--- src/rtl/shift_register_pkg.sv ---
// Shared constants and width helper for the serial-in/parallel-out shift register.
// Latency: n/a (constants only). Backpressure: n/a.
package shift_register_pkg;

  localparam int DEFAULT_LENGTH   = 8;
  localparam int SHIFT_TOWARD_MSB = 0;
  localparam int SHIFT_TOWARD_LSB = 1;

  // Bits needed to hold a population count of 0..len.
  function automatic int count_width(input int len);
    return $clog2(len + 1);
  endfunction

endpackage

--- src/rtl/shift_register_popcount.sv ---
// Combinational population count of a LENGTH-bit vector.
// Latency: zero cycles (pure combinational). Backpressure: none.
module shift_register_popcount
  import shift_register_pkg::*;
#(
  parameter int LENGTH = DEFAULT_LENGTH
) (
  input  logic [LENGTH-1:0]                vec,
  output logic [count_width(LENGTH)-1:0]   count
);

  localparam int CW = count_width(LENGTH);

  always_comb begin
    count = '0;
    for (int i = 0; i < LENGTH; i++) begin
      count = count + CW'(vec[i]);
    end
  end

endmodule

--- src/rtl/shift_register.sv ---
// Serial-in shift register with parallel state and serial-out tap; stats ports under SHIFT_REGISTER_STATS_EN.
// Latency: d reaches entry bit after 1 edge, q after LENGTH edges. Backpressure: none, shifts every non-reset edge.
module shift_register
  import shift_register_pkg::*;
#(
  parameter int                 LENGTH      = DEFAULT_LENGTH,
  parameter int                 SHIFT_DIR   = SHIFT_TOWARD_MSB,
  parameter logic [LENGTH-1:0]  RESET_VALUE = '0
) (
  input  logic                              clk,
  input  logic                              rst,
  input  logic                              d,
  output logic [LENGTH-1:0]                 state,
  output logic                              q
`ifdef SHIFT_REGISTER_STATS_EN
  ,
  output logic [count_width(LENGTH)-1:0]    ones_count,
  output logic                              parity
`endif
);

  generate
    if (LENGTH < 2 || LENGTH > 64) begin : g_bad_length
      $fatal(1, "shift_register: LENGTH=%0d outside 2..64", LENGTH);
    end
    if (SHIFT_DIR != SHIFT_TOWARD_MSB && SHIFT_DIR != SHIFT_TOWARD_LSB) begin : g_bad_dir
      $fatal(1, "shift_register: SHIFT_DIR=%0d must be 0 or 1", SHIFT_DIR);
    end
  endgenerate

  // Reset wins over shifting; d is ignored on a reset edge.
  always_ff @(posedge clk) begin
    if (rst) begin
      state <= RESET_VALUE;
    end else if (SHIFT_DIR == SHIFT_TOWARD_MSB) begin
      state <= {state[LENGTH-2:0], d};
    end else begin
      state <= {d, state[LENGTH-1:1]};
    end
  end

  assign q = (SHIFT_DIR == SHIFT_TOWARD_MSB) ? state[LENGTH-1] : state[0];

`ifdef SHIFT_REGISTER_STATS_EN
  shift_register_popcount #(
    .LENGTH (LENGTH)
  ) u_popcount (
    .vec   (state),
    .count (ones_count)
  );

  assign parity = ^state;
`endif

endmodule

--- config.mk ---
export PLATFORM = sky130hd
export DESIGN_NAME = shift_register
export DESIGN_NICKNAME = d
export VERILOG_FILES = /design/src/rtl/shift_register_pkg.sv /design/src/rtl/shift_register_popcount.sv /design/src/rtl/shift_register.sv
export SDC_FILE = /design/constraint.sdc
export NUM_CORES = 1
export LEC_CHECK = 0
export CAP_MARGIN = 10
export CORE_AREA = 10 10 47 49
export CTS_CLUSTER_SIZE = 24
export DETAILED_ROUTE_END_ITERATION = 8
export DIE_AREA = 0 0 57 59
export PLACE_DENSITY = 0.49
export SYNTH_ARGS = -nofsm -noshare
export SYNTH_HDL_FRONTEND = slang
export SYNTH_SLANG_ARGS = --single-unit
--- constraint.sdc ---
create_clock -name clk -period 0.8 [get_ports clk]
set_input_delay 0.16 -clock clk [delete_from_list [all_inputs] [get_ports clk]]
set_output_delay 0.16 -clock clk [all_outputs]
set_load 0.01 [all_outputs]
==> results.json, run 1 <==
{
  "diodes": 0,
  "dpl-instance-area_um2": 340,
  "grt.total_usage": 0.0385,
  "arrival_ns": 0.69,
  "fp.dieW_um": 57,
  "largest-register": "state",
  "num_rows": 14,
  "avgViaCountPerCell": 3.50,
  "seq_area_frac_synth": 0.736,
  "drive_above_1_share": 0.667,
  "seqCellArea_um2": 170,
  "setup_viol": 9,
  "grt_pass1_vias": 190,
  "hold_depth": 1,
  "numClockSinks": 8,
  "synth-edff-count": 0,
  "r2r_setup_slack_ns": 0.24,
  "violations": "setup timing",
  "finalPower_uw": 753,
  "synthArstFlopShare": 0,
  "fin_cells": 46,
  "multi_input_area_um2": 50.0,
  "max_slew_margin": 0.810,
  "numPortBuffers": 11,
  "min_to": "state[6]$_SDFF_PP0_",
  "hold_ws_ns": 0.470,
  "period_share": 1.06,
  "final_nets": 35,
  "cp_top_family": "flip-flops",
  "crit_slowest_cell": "dfxtp_2",
  "peakVddDrop_v": 0.000664,
  "drt.antenna.violating_nets": 0,
  "coreArea_um2": 1400,
  "totalWireLength_um": 558,
  "cts_hold_buffers": 0,
  "largest_reg_flops": 8,
  "dp_hpwl_um": 432,
  "dp.cells": 43,
  "syn2layout_area_growth_pct": 76.4,
  "setup_tns_ns": -0.378,
  "crit_chain": "buf_6",
  "synth_top_cell_area_share": 0.736,
  "final_util": 0.274,
  "syn_area_um2": 218,
  "num_vias": 161,
  "crit_path_start_kind": "flop",
  "crit_buf_inv": 1,
  "remaining_drc_errors": 0,
  "grt_max_degree": 9,
  "path_class": "reg -> out",
  "reg2reg_depth": 1,
  "netlist_instances": 17,
  "worst_slew_pin_slew_ns": 0.283,
  "cts_buffers": 3,
  "status": "complete, but fails checks",
  "cpPeakStageDelay_ns": 0.32,
  "skew_ns": 0.000479,
  "pre_cts_ws_ns": -0.239,
  "path_clk_slew_ns": 0.05,
  "ys_types": 3,
  "cts_tree": "done",
  "avgRoutedWirePerCell_um": 12.1,
  "ys_seq_elements": 8,
  "maxSlewViolCount": 0,
  "netlist_top_cells_area": "dfxtp_1 (74%), nor2b_1 (23%), buf_4 (3.4%)",
  "synthFlopType": "dfxtp_1",
  "powerDensity_nw_per_um2": 1960,
  "clock-root-buffer": "clkbuf_4",
  "synth.avg_cell_area_um2": 12.8,
  "required_ns": 0.64,
  "p_leak_nw": 0.164,
  "drt-initial-drc-count": 0,
  "hold_class": "reg -> reg",
  "final_hold_viol_count": 0,
  "cap_violations": 0,
  "antenna_found_initial": 0,
  "start_util": 0.155,
  "die_y_um": 59,
  "fin_ws_ns": -0.0483,
  "yosysTopAreaCell": "dfxtp_1",
  "synthTopCellsByCount": "dfxtp_1 (8), nor2b_1 (8), buf_4 (1)",
  "design_area_um2": 384,
  "first_pass_iters": 1,
  "yosysWarnings": 0,
  "hp-start": "state[5]$_SDFF_PP0_",
  "crit-reg2reg-capture": "state[4]$_SDFF_PP0_",
  "finalCriticalPeriod_ns": 0.848,
  "fillers": 156,
  "ios": 12,
  "globalplace.congestion": 0.636,
  "h-tree-depth": 1,
  "clkLatencyLatePin_ns": 0.25,
  "fmax_mhz": 1180,
  "overflow": 0,
  "top_regs": "state: 8 flops",
  "dieArea_um2": 3360,
  "end_kind": "output port",
  "synth_nets": 20,
  "clockBufferDepth": 2,
  "rsz0062_at_grt": "true",
  "grt_pass1_wl_um": 938,
  "crit_fanout": 2,
  "rr_startpoint": "state[3]$_SDFF_PP0_"
}
==> cell usage in the layout, fill, tap and decap left out <==
master / count
clkbuf_4: 3
dfxtp_2: 8
clkdlybuf4s50_1: 2
nor2b_1: 8
buf_6: 9
==> power breakdown <==
| group | internal (mW) | total, mW | switching [mW] |
|---|---|---|---|
| clock | 0.171 | 0.296 | 0.125 |
| combinational | 0.0267 | 0.0423 | 0.0156 |
| sequential | 0.409 | 0.414 | 0.00587 |
| total | 0.606 | 0.753 | 0.147 |
==> area by class of cell <==
cell class                 instances  area share
sequential                         8       0.443
clock buffer                       3      0.0586
timing repair buffer              11       0.316
tap                               16      0.0521
multi-input combinational          8       0.130
==> timing repair <==
action                     in CTS  in global routing
cloned                          0                  0
setup endpoints to repair       9                  9
buffers inserted                0                  0
gates resized for setup        53                  0
==> cell families (layout without fill, tap and decap cells) <==
logic type / after synthesis / after routing / synth area share
flip-flops: 8 / 8 / 0.736
buffers and inverters: 1 / 14 / 0.0345
AND/OR/NAND/NOR: 8 / 8 / 0.230
==> per-layer routing <==
metal  part of all wire  wire [um]  up-vias  global-route usage
met4                  0          0        0              0.0302
met3               0.20        112        0              0.0515
met5                  0          0        -                   0
met1               0.43        241       70              0.0322
met2               0.37        204       14              0.0450
li1                   -          -       77                   -
==> how the worst max path moves through the flow <==
| stage | start | to | cells past startpoint |
|---|---|---|---|
| floorplan | state[7]$_SDFF_PP0_ | state[7] | 1 |
| global placement | state[3]$_SDFF_PP0_ | state[3] | 1 |
| detailed placement | state[3]$_SDFF_PP0_ | state[3] | 1 |
| CTS | state[7]$_SDFF_PP0_ | q | 1 |
| global route | state[1]$_SDFF_PP0_ | state[1] | 1 |
| finish | state[3]$_SDFF_PP0_ | state[3] | 1 |
Power figures use the tool's default switching activity.
==> inputs of run 2 (changes only) <==
--- a/config.mk
+++ b/config.mk
@@ -5,12 +5,14 @@
 export SDC_FILE = /design/constraint.sdc
 export NUM_CORES = 1
 export LEC_CHECK = 0
+export ABC_CLOCK_PERIOD_IN_PS = 800
 export CAP_MARGIN = 10
 export CORE_AREA = 10 10 47 49
 export CTS_CLUSTER_SIZE = 24
 export DETAILED_ROUTE_END_ITERATION = 8
 export DIE_AREA = 0 0 57 59
 export PLACE_DENSITY = 0.49
+export REMOVE_ABC_BUFFERS = 1
 export SYNTH_ARGS = -nofsm -noshare
 export SYNTH_HDL_FRONTEND = slang
 export SYNTH_SLANG_ARGS = --single-unit
==> results.json, run 2 (synthesis results as in run 1) <==
{
  "skew_ns": 0.0000394,
  "avgViaCountPerCell": 3.57,
  "fin_ws_ns": -0.0417,
  "clkLatencyLatePin_ns": 0.24,
  "grt.total_usage": 0.0342,
  "post_cts_buffers": 0,
  "cpPeakStageDelay_ns": 0.34,
  "rsz0062_at_grt": "true",
  "end_kind": "output port",
  "violations": "setup timing",
  "crit_path_start_kind": "flop",
  "clock-root-buffer": "clkbuf_4",
  "remaining_drc_errors": 0,
  "worst_slew_pin_slew_ns": 0.253,
  "path_class": "reg -> out",
  "status": "complete, but fails checks",
  "totalWireLength_um": 522,
  "arrival_ns": 0.68,
  "powerDensity_nw_per_um2": 1930,
  "fillers": 160,
  "crit_slowest_cell": "dfxtp_2",
  "drt-initial-drc-count": 0,
  "avgRoutedWirePerCell_um": 11.3,
  "dieArea_um2": 3360,
  "antenna_found_initial": 0,
  "dp_hpwl_um": 444,
  "crit_buf_inv": 1,
  "grt_pass1_vias": 175,
  "mostFrequentLayoutCells": "buf_6 (9), nor2b_1 (8), dfxtp_2 (8)",
  "hold_class": "reg -> reg",
  "finalCriticalPeriod_ns": 0.842,
  "die_y_um": 59,
  "path_clk_slew_ns": 0.05,
  "final_util": 0.274,
  "largest-register": "state",
  "cts_tree": "done",
  "p_leak_nw": 0.164,
  "grt_max_degree": 9,
  "drive_above_1_share": 0.667,
  "cap_violations": 0,
  "cp_top_family": "flip-flops",
  "maxSlewViolCount": 0,
  "period_share": 1.05,
  "clockBufferDepth": 2,
  "diodes": 0,
  "crit_fanout": 2,
  "h-tree-depth": 1,
  "numPortBuffers": 11,
  "globalplace.congestion": 0.601,
  "top_regs": "state: 8 flops",
  "final_hold_viol_count": 0,
  "numClockSinks": 8,
  "cts_buffers": 3,
  "layout_commonest_cell": "buf_6",
  "finalPower_uw": 743,
  "final_nets": 35,
  "start_util": 0.155,
  "setup_tns_ns": -0.325,
  "overflow": 0,
  "grt_pass1_wl_um": 821,
  "num_rows": 14,
  "coreArea_um2": 1400,
  "max_slew_margin": 0.831,
  "ios": 12,
  "crit_chain": "buf_6",
  "syn2layout_area_growth_pct": 76.4,
  "fmax_mhz": 1190,
  "drt.antenna.violating_nets": 0,
  "required_ns": 0.64,
  "fp.dieW_um": 57,
  "num_vias": 164,
  "first_pass_iters": 1,
  "largest_reg_flops": 8,
  "setup_viol": 9,
  "peakVddDrop_v": 0.00110
}
[run 2: power by group]
group	switching (mW)	total [mW]	internal [mW]	leakage, nW
clock	0.117	0.288	0.170	0.0138
sequential	0.00518	0.414	0.409	0.0687
combinational	0.0147	0.0415	0.0267	0.0811
total	0.137	0.743	0.606	0.164
[run 2: path summary, 6_finish.rpt]
check	startpoint	endpoint	slack, ns	depth (start not counted)
setup reg to reg	state[1]$_SDFF_PP0_	state[2]$_SDFF_PP0_	0.24	1
setup / recovery	state[7]$_SDFF_PP0_	q	-0.04	1
hold / removal	state[2]$_SDFF_PP0_	state[3]$_SDFF_PP0_	0.47	1
hold reg to reg	state[2]$_SDFF_PP0_	state[3]$_SDFF_PP0_	0.47	1
[run 2: per-layer routing]
metal / track usage / up-vias / part of all wire
li1: - / 76 / -
met1: 0.0228 / 71 / 0.33
met2: 0.0450 / 17 / 0.40
met3: 0.0665 / 0 / 0.27
met4: 0 / 0 / 0
met5: 0 / - / 0
[run 2: through the flow]
stage,hold WS (ns),cells,area (um^2),setup WS [ns]
floorplan,0.232,16,210,0.245
global placement,0.450,43,340,-0.210
detailed placement,0.461,43,340,-0.245
CTS,0.473,46,384,-0.0575
global route,0.481,46,384,-0.0813
finish,0.471,46,384,-0.0417
[run 2: cell type report]
class                      instances  area (um^2)  share of cell area
multi-input combinational          8         50.0               0.130
clock buffer                       3         22.5              0.0586
tap                               16         20.0              0.0521
sequential                         8          170               0.443
timing repair buffer              11          121               0.316
[run 2: repair_timing]
action / 4_1_cts / 5_1_grt
hold buffers: 0 / 0
endpoints found under the setup margin: 9 / 9
resized for setup: 53 / 0
